<file path="src/rtl/idlegen_pkg.sv">
// Shared constants and types for the DisplayPort idle-pattern source (idlegen).
package idlegen_pkg;

  localparam logic [7:0] symBS    = 8'hBC;
  // VB-ID with NoVideoStream=1 and VerticalBlanking=1
  localparam logic [7:0] vbidIDLE = 8'h09;

  typedef enum logic {
    IGIDLE  = 1'b0,
    IGVIDEO = 1'b1
  } ig_state_t;

  typedef struct packed {
    ig_state_t state;
    logic      exit_wait;
    logic      lane0_bs;
  } idlegen_dbg_t;

endpackage

</file>
<file path="src/rtl/idlegen.sv">
// Idle-pattern / framer link symbol source, two symbols per clock, upstream of the scrambler.
// Build option IDLEGEN_MAUD_EN: carry the maud port as the Maud byte (else Maud is 0x00).
module idlegen
  import idlegen_pkg::*;
#(
  parameter int PERIOD = 8192
) (
  input  logic        clk,
  input  logic        rstn,
  input  logic        video_en,
  input  logic [15:0] indata,
  input  logic [1:0]  inisk,
  input  logic [7:0]  mvid,
  input  logic [7:0]  maud,
  output logic [15:0] outdata,
  output logic [1:0]  outisk,
  output logic        invideo
);

  localparam int CTR_W = $clog2(PERIOD / 2);
  localparam logic [CTR_W-1:0] CTR_LAST = CTR_W'(PERIOD / 2 - 1);

  // Handshake: none. video_en is a level request sampled every clock; the
  // framer stream has no valid/ready and is consumed every cycle in VIDEO.

  ig_state_t        state_q, state_d;
  logic [CTR_W-1:0] ctr_q, ctr_d;
  logic [15:0]      data_d;
  logic [1:0]       isk_d;
  logic             invideo_d;
  logic [7:0]       maud_b;
  logic             lane0_bs;
  idlegen_dbg_t     dbg;

`ifdef IDLEGEN_MAUD_EN
  assign maud_b = maud;
`else
  logic [7:0] maud_unused;
  assign maud_unused = maud;
  assign maud_b      = 8'h00;
`endif

  // Only a lane-0 BS is a legal switch point; a lane-1 BS would split the cadence.
  assign lane0_bs = inisk[0] && (indata[7:0] == symBS);

  assign dbg.state     = state_q;
  assign dbg.exit_wait = (state_q == IGVIDEO) && !video_en;
  assign dbg.lane0_bs  = lane0_bs;

  always_comb begin
    state_d   = state_q;
    ctr_d     = ctr_q;
    invideo_d = 1'b0;
    data_d    = 16'h0000;
    isk_d     = 2'b00;

    if (ctr_q == '0) begin
      data_d = {vbidIDLE, symBS};
      isk_d  = 2'b01;
    end else if (ctr_q == CTR_W'(1)) begin
      data_d = {maud_b, mvid};
      isk_d  = 2'b00;
    end

    case (state_q)
      IGIDLE: begin
        if ((ctr_q == '0) && video_en) begin
          state_d   = IGVIDEO;
          data_d    = indata;
          isk_d     = inisk;
          invideo_d = 1'b1;
          ctr_d     = '0;
        end else if (ctr_q == CTR_LAST) begin
          ctr_d = '0;
        end else begin
          ctr_d = ctr_q + CTR_W'(1);
        end
      end
      IGVIDEO: begin
        // ctr is held at 0 here, so the idle defaults above are already cycle 0.
        if (!video_en && lane0_bs) begin
          state_d = IGIDLE;
          ctr_d   = CTR_W'(1);
        end else begin
          data_d    = indata;
          isk_d     = inisk;
          invideo_d = 1'b1;
          ctr_d     = '0;
        end
      end
      default: begin
        state_d = IGIDLE;
        ctr_d   = '0;
      end
    endcase
  end

  always_ff @(posedge clk or negedge rstn) begin
    if (!rstn) begin
      state_q <= IGIDLE;
      ctr_q   <= '0;
      outdata <= 16'h0000;
      outisk  <= 2'b00;
      invideo <= 1'b0;
    end else begin
      state_q <= state_d;
      ctr_q   <= ctr_d;
      outdata <= data_d;
      outisk  <= isk_d;
      invideo <= invideo_d;
    end
  end

endmodule
</file>
<file path="config.mk">
export PLATFORM = sky130hd
export DESIGN_NAME = idlegen
export DESIGN_NICKNAME = d
export VERILOG_FILES = /design/src/rtl/idlegen_pkg.sv /design/src/rtl/idlegen.sv
export SDC_FILE = /design/constraint.sdc
export NUM_CORES = 1
export LEC_CHECK = 0
export ABC_CLOCK_PERIOD_IN_PS = 5100
export CAP_MARGIN = 5
export CORE_MARGIN = 5
export CORE_UTILIZATION = 25
export CTS_CLUSTER_DIAMETER = 100
export DETAILED_ROUTE_END_ITERATION = 12
export SLEW_MARGIN = 20
export SYNTH_ARGS = -nofsm -noshare
export SYNTH_HDL_FRONTEND = slang
export SYNTH_SLANG_ARGS = --single-unit
</file>
<file path="constraint.sdc">
create_clock -name clk -period 5.1 [get_ports clk]
set_input_delay 1.02 -clock clk [delete_from_list [all_inputs] [get_ports clk]]
set_output_delay 1.02 -clock clk [all_outputs]
set_load 0.01 [all_outputs]
</file>
== Yosys cells after proc, flatten, opt, wreduce, memory -nomap -nowiden ==
Cells that the tools add are included.

* Mux-type cells: 16
* Equality and inequality tests: 3
* Divide/modulo/power cells: 0
* Reduce and logical (&&, ||, !) cells: 5
* $mul: 0
* Shift-type cells: 0
* Add/sub/neg operators: 1
* Magnitude comparators: 0
* Bitwise gates (word level): 1

{| class="wikitable"
|+ Operators by type and width
! cell !! number
|-
| 16-bit two-way mux || 3
|-
| 16-bit one-hot mux with 2 select lines || 1
|-
| 12-bit two-way mux || 2
|-
| 12-bit one-hot mux with 2 select lines || 1
|-
| 12-bit by 1-bit adder with 12-bit output (second input constant) || 1
|-
| 12-bit by 1-bit equality test with 1-bit output (second input constant) || 1
|-
| 12-bit equality test (second input constant) || 1
|-
| 12-bit logical NOT || 1
|-
| 8-bit equality test (second input constant) || 1
|-
| 8-bit two-way mux || 1
|-
| 1-bit two-way mux || 4
|-
| 2-bit two-way mux || 2
|-
| 2-bit one-hot mux with 2 select lines || 1
|-
| 1-bit logical AND || 3
|-
| 1-bit one-hot mux with 2 select lines || 1
|-
| 1-bit logical NOT || 1
|-
| 1-bit NOT || 1
|}

* Memories: 0
* Memory bits (writable): 0
* Register bits: 31
* Logic and storage cells: 30
* ROM bits: 0
* Latch bits: 0
* Output and inout port bits: 19
* Bits of input ports: 37

== Depth between registers and ports, before layout ==
* Depth after elaboration: 5
* Mapped depth: 8
* Depth with buffers taken out: 6

== Worst setup path after synthesis ==
No wires, ideal clock.

* Path type: input-to-reg
* Start point: input port video_en
* End point: register outdata[5]
* Buffers on the path: 1
* Library setup time: 125 ps
* Slack: 2702 ps
* Stages on the path: 5
* Data required time: 4975 ps
* Arrival time: 2272 ps
* Cell sequence: or4b_4 -> nor3_4 -> a21boi_2 -> buf_6 -> mux2_4

* Word-level cells in the longest chain between the ends: 4
* Elaborated cells on any way between the ends: 6
* Those cells by class: mux: 3; reduce/logical: 3

{| class="wikitable"
|+ Ends and longest elaborated chain
! item !! RTL line !! source
|-
| from (decl) || idlegen.sv:10 || <nowiki>input logic video_en,</nowiki>
|-
| 1-bit logical NOT || idlegen.sv:81 || <nowiki>if (!video_en && lane0_bs) begin</nowiki>
|-
| 1-bit logical AND || idlegen.sv:81 ||
|-
| 16-bit two-way mux || idlegen.sv:81 ||
|-
| 16-bit one-hot mux with 2 select lines (*) || idlegen.sv:65 || <nowiki>case (state_q)</nowiki>
|-
| via data_d[5] || idlegen.sv:28 || <nowiki>logic [15:0] data_d;</nowiki>
|-
| to (signal assigned) || idlegen.sv:108 || <nowiki>outdata <= data_d;</nowiki>
|-
| to (decl) || idlegen.sv:15 || <nowiki>output logic [15:0] outdata,</nowiki>
|}

The timed path passes the listed nets; every way through them passes the cells marked *.

== Worst setup path after layout ==
* Start point: input port video_en
* End point: register outdata[4]

Same word-level chain as after synthesis.

==> impl_metrics.json <==
{
  "status": "finished clean",
  "yosysUniqueCellTypes": 33,
  "postCtsHoldBufs": 0,
  "firstDrtPassIters": 6,
  "p_leak_nw": 0.884,
  "drive_gt1_frac": 0.156,
  "hpwlAfterDp_um": 2540,
  "p_per_area_nw_per_um2": 235,
  "use_met3": 0.0282,
  "drc_errors": 0,
  "crit_type": "in -> reg",
  "startpoint_type": "primary input",
  "critPathSlowestCell": "clkdlybuf4s50_1",
  "setup_viol": 0,
  "p_seq_frac": 0.507,
  "slew_headroom": 0.620,
  "swShare": 0.233,
  "track_usage": 0.0933,
  "first_global_vias": 1143,
  "finalNonFillerCells": 267,
  "die_x_um": 87.8,
  "clkSinkCount": 31,
  "insertion_delay_ns": 0.29,
  "synth_nets": 179,
  "drv_slew": 0,
  "yosys_warnings": 0,
  "max_freq_mhz": 349,
  "finalHoldViolations": 0,
  "utilization": 0.362,
  "top_usage_layer": "met2",
  "grt-ovfl-total": 0,
  "cts_buffer_depth": 2,
  "antenna_found_initial": 0,
  "synth-async-reset-ratio": 1.00,
  "syn_area_per_cell_um2": 10.9,
  "required_ns": 5.27,
  "gp_congestion": 0.740,
  "design_area_um2": 2140,
  "core_region_area_um2": 5920,
  "numPortBuffers": 47,
  "die_h_um": 87.8,
  "cp.arrival_ns": 3.04,
  "htree_levels": 2,
  "synth_enable_flop_cells": 0,
  "hold_class": "reg -> reg",
  "power_switching_mw": 0.118,
  "num_rows": 28,
  "clockPowerShare": 0.372,
  "tightestPinTransition_ns": 0.567,
  "root_buffer": "clkbuf_8",
  "netlist_instances": 139,
  "area_growth_pct": 41.5,
  "cts_resized": 0,
  "ant_nets": 0,
  "ys_seq_area_frac": 0.512,
  "power_mw": 0.504,
  "vias": 1139,
  "place_area_um2": 2060,
  "start_util": 0.256,
  "io_pins": 56,
  "crit_chain": "clkdlybuf4s50_1 -> and2_2 -> a41o_1 -> a21boi_2 -> mux2_2",
  "fin_skew_ns": 0.00455,
  "synth_seq_cells": 31,
  "register_area_um2": 776,
  "timing.final.crit_period_ns": 2.86,
  "synth_ff_type": "dfrtp_1",
  "placedCellCount": 259,
  "cts.clk_slew.worst_paths_ns": 0.07,
  "fin_tns_setup_ns": 0,
  "grt_pass1_wl_um": 5420,
  "drv_cap": 0,
  "cts_tree": "built",
  "dieArea_um2": 7710,
  "synth.cell_area_um2": 1510,
  "critPathMaxFanout": 12,
  "period_share": 0.562,
  "pwr-share-comb": 0.121,
  "numCtsBuffers": 5,
  "ir_worst_vdd_v": 0.000116,
  "end_kind": "register",
  "cp_top_family": "compound AO/OA/AOI/OAI gates",
  "grt_max_degree": 32,
  "rsz0062_at_grt": "no",
  "cpPeakStageDelay_ns": 0.56,
  "groute.layer.met1.usage": 0.117,
  "fillers": 588,
  "post_cts_buffers": 0,
  "intPower_mw": 0.386,
  "path_buf_inv": 1,
  "ff2ff_setup_slack_ns": 2.73,
  "nNetsFinal": 231,
  "wirelength_um": 3410,
  "wire_per_inst_um": 12.8,
  "viasPerCell": 4.27,
  "grt_util_met2": 0.143,
  "multi_input_area_um2": 654,
  "dr.first_iter.drc_count": 67,
  "diodes": 0
}
==> cell families (layout without fill, tap and decap cells) <==
group,count (synthesis),in the layout,synth area share
xor+xnor,10,10,0.0578
buf+inv,18,71,0.0554
compound gates,19,19,0.102
simple gates,54,54,0.212
mux,4,4,0.0347
flops,31,31,0.512
fa+ha+maj,3,3,0.0248
==> placed cells by master (no fill, tap or decap), types with 3 or more instances in the layout <==
| cell type | n |
|---|---|
| clkdlybuf4s50_1 | 47 |
| dfrtp_1 | 31 |
| nor2_1 | 17 |
| inv_1 | 15 |
| nand2_1 | 10 |
| and2_2 | 8 |
| xnor2_1 | 6 |
| nand4_1 | 5 |
| o21ai_0 | 5 |
| clkbuf_8 | 5 |
| xor2_1 | 4 |
| nor3_1 | 3 |
| a21oi_1 | 3 |
| o41ai_1 | 3 |
| ha_1 | 3 |
| clkinv_2 | 3 |
==> power by group through the flow <==
stage / logic [mW] / clock network [mW] / registers (mW)
after floorplan: 0.0121 / 0 / 0.264
after global placement: 0.0620 / 0 / 0.260
after detailed placement: 0.0621 / 0 / 0.260
after CTS: 0.0625 / 0.196 / 0.255
after global routing: 0.0665 / 0.204 / 0.256
final: 0.0612 / 0.187 / 0.255
==> per-layer routing <==
| metal | share of wire | vias to the layer above |
|---|---|---|
| li1 | - | 577 |
| met5 | 0 | - |
| met4 | 0.019 | 0 |
| met1 | 0.44 | 514 |
| met3 | 0.091 | 8 |
| met2 | 0.45 | 40 |
==> worst register-to-register path: cells and delay by family, from the launching register on <==
kind | cells | cell delay (ns)
adders and majority gates | 1 | 0.26
DFF | 1 | 0.43
and+or+nand+nor | 1 | 0.18
AOI/OAI and AO/OA | 2 | 0.89
muxes | 1 | 0.40
buffers and inverters | 1 | 0.08
==> stage by stage <==
| stage | hold WS [ns] | worst slack, ns |
|---|---|---|
| CTS | 0.597 | 2.20 |
| finish | 0.594 | 2.24 |
| detailed placement | 0.578 | 1.89 |
| floorplan | 0.532 | 2.70 |
| global route | 0.630 | 2.08 |
| global placement | 0.568 | 1.88 |
==> layout make-up <==
class                   count  area share
clock buffers               5      0.0321
well taps                  75      0.0438
repair buffers             48       0.223
flip-flops and latches     31       0.362
inverters                  15      0.0263
multi-input cells          90       0.305
clock inverters             3     0.00701
==> registers in the layout (all words and copies together), names as in the netlist <==
signal / count
outdata: 16
ctr_q: 12
outisk: 2
state_q: 1
==> worst paths after layout <==
check | endpoint | cells past startpoint | start
max | outdata[4] | 5 | video_en
min | ctr_q[0] | 1 | ctr_q[0]
max reg2reg | outdata[4] | 6 | ctr_q[0]
min reg2reg | ctr_q[0] | 1 | ctr_q[0]
max in group asynchronous | ctr_q[5] | 2 | rstn
min in group asynchronous | outdata[8] | 2 | rstn
==> synth_stat cells (2+ instances only) <==
library cell / number / area (µm²)
a21oi_1: 3 / 15.0
and2_2: 8 / 60.1
buf_6: 2 / 22.5
dfrtp_1: 31 / 776
ha_1: 3 / 37.5
inv_1: 15 / 56.3
mux2_2: 2 / 22.5
mux2_4: 2 / 30.0
nand2_1: 10 / 37.5
nand3_1: 2 / 10.0
nand4_1: 5 / 31.3
nand4b_1: 2 / 17.5
nor2_1: 17 / 63.8
nor3_1: 3 / 15.0
o21ai_0: 5 / 25.0
o221a_2: 2 / 22.5
o41ai_1: 3 / 26.3
xnor2_1: 6 / 52.6
xor2_1: 4 / 35.0
No activity file was read; power rests on OpenSTA's default activity.
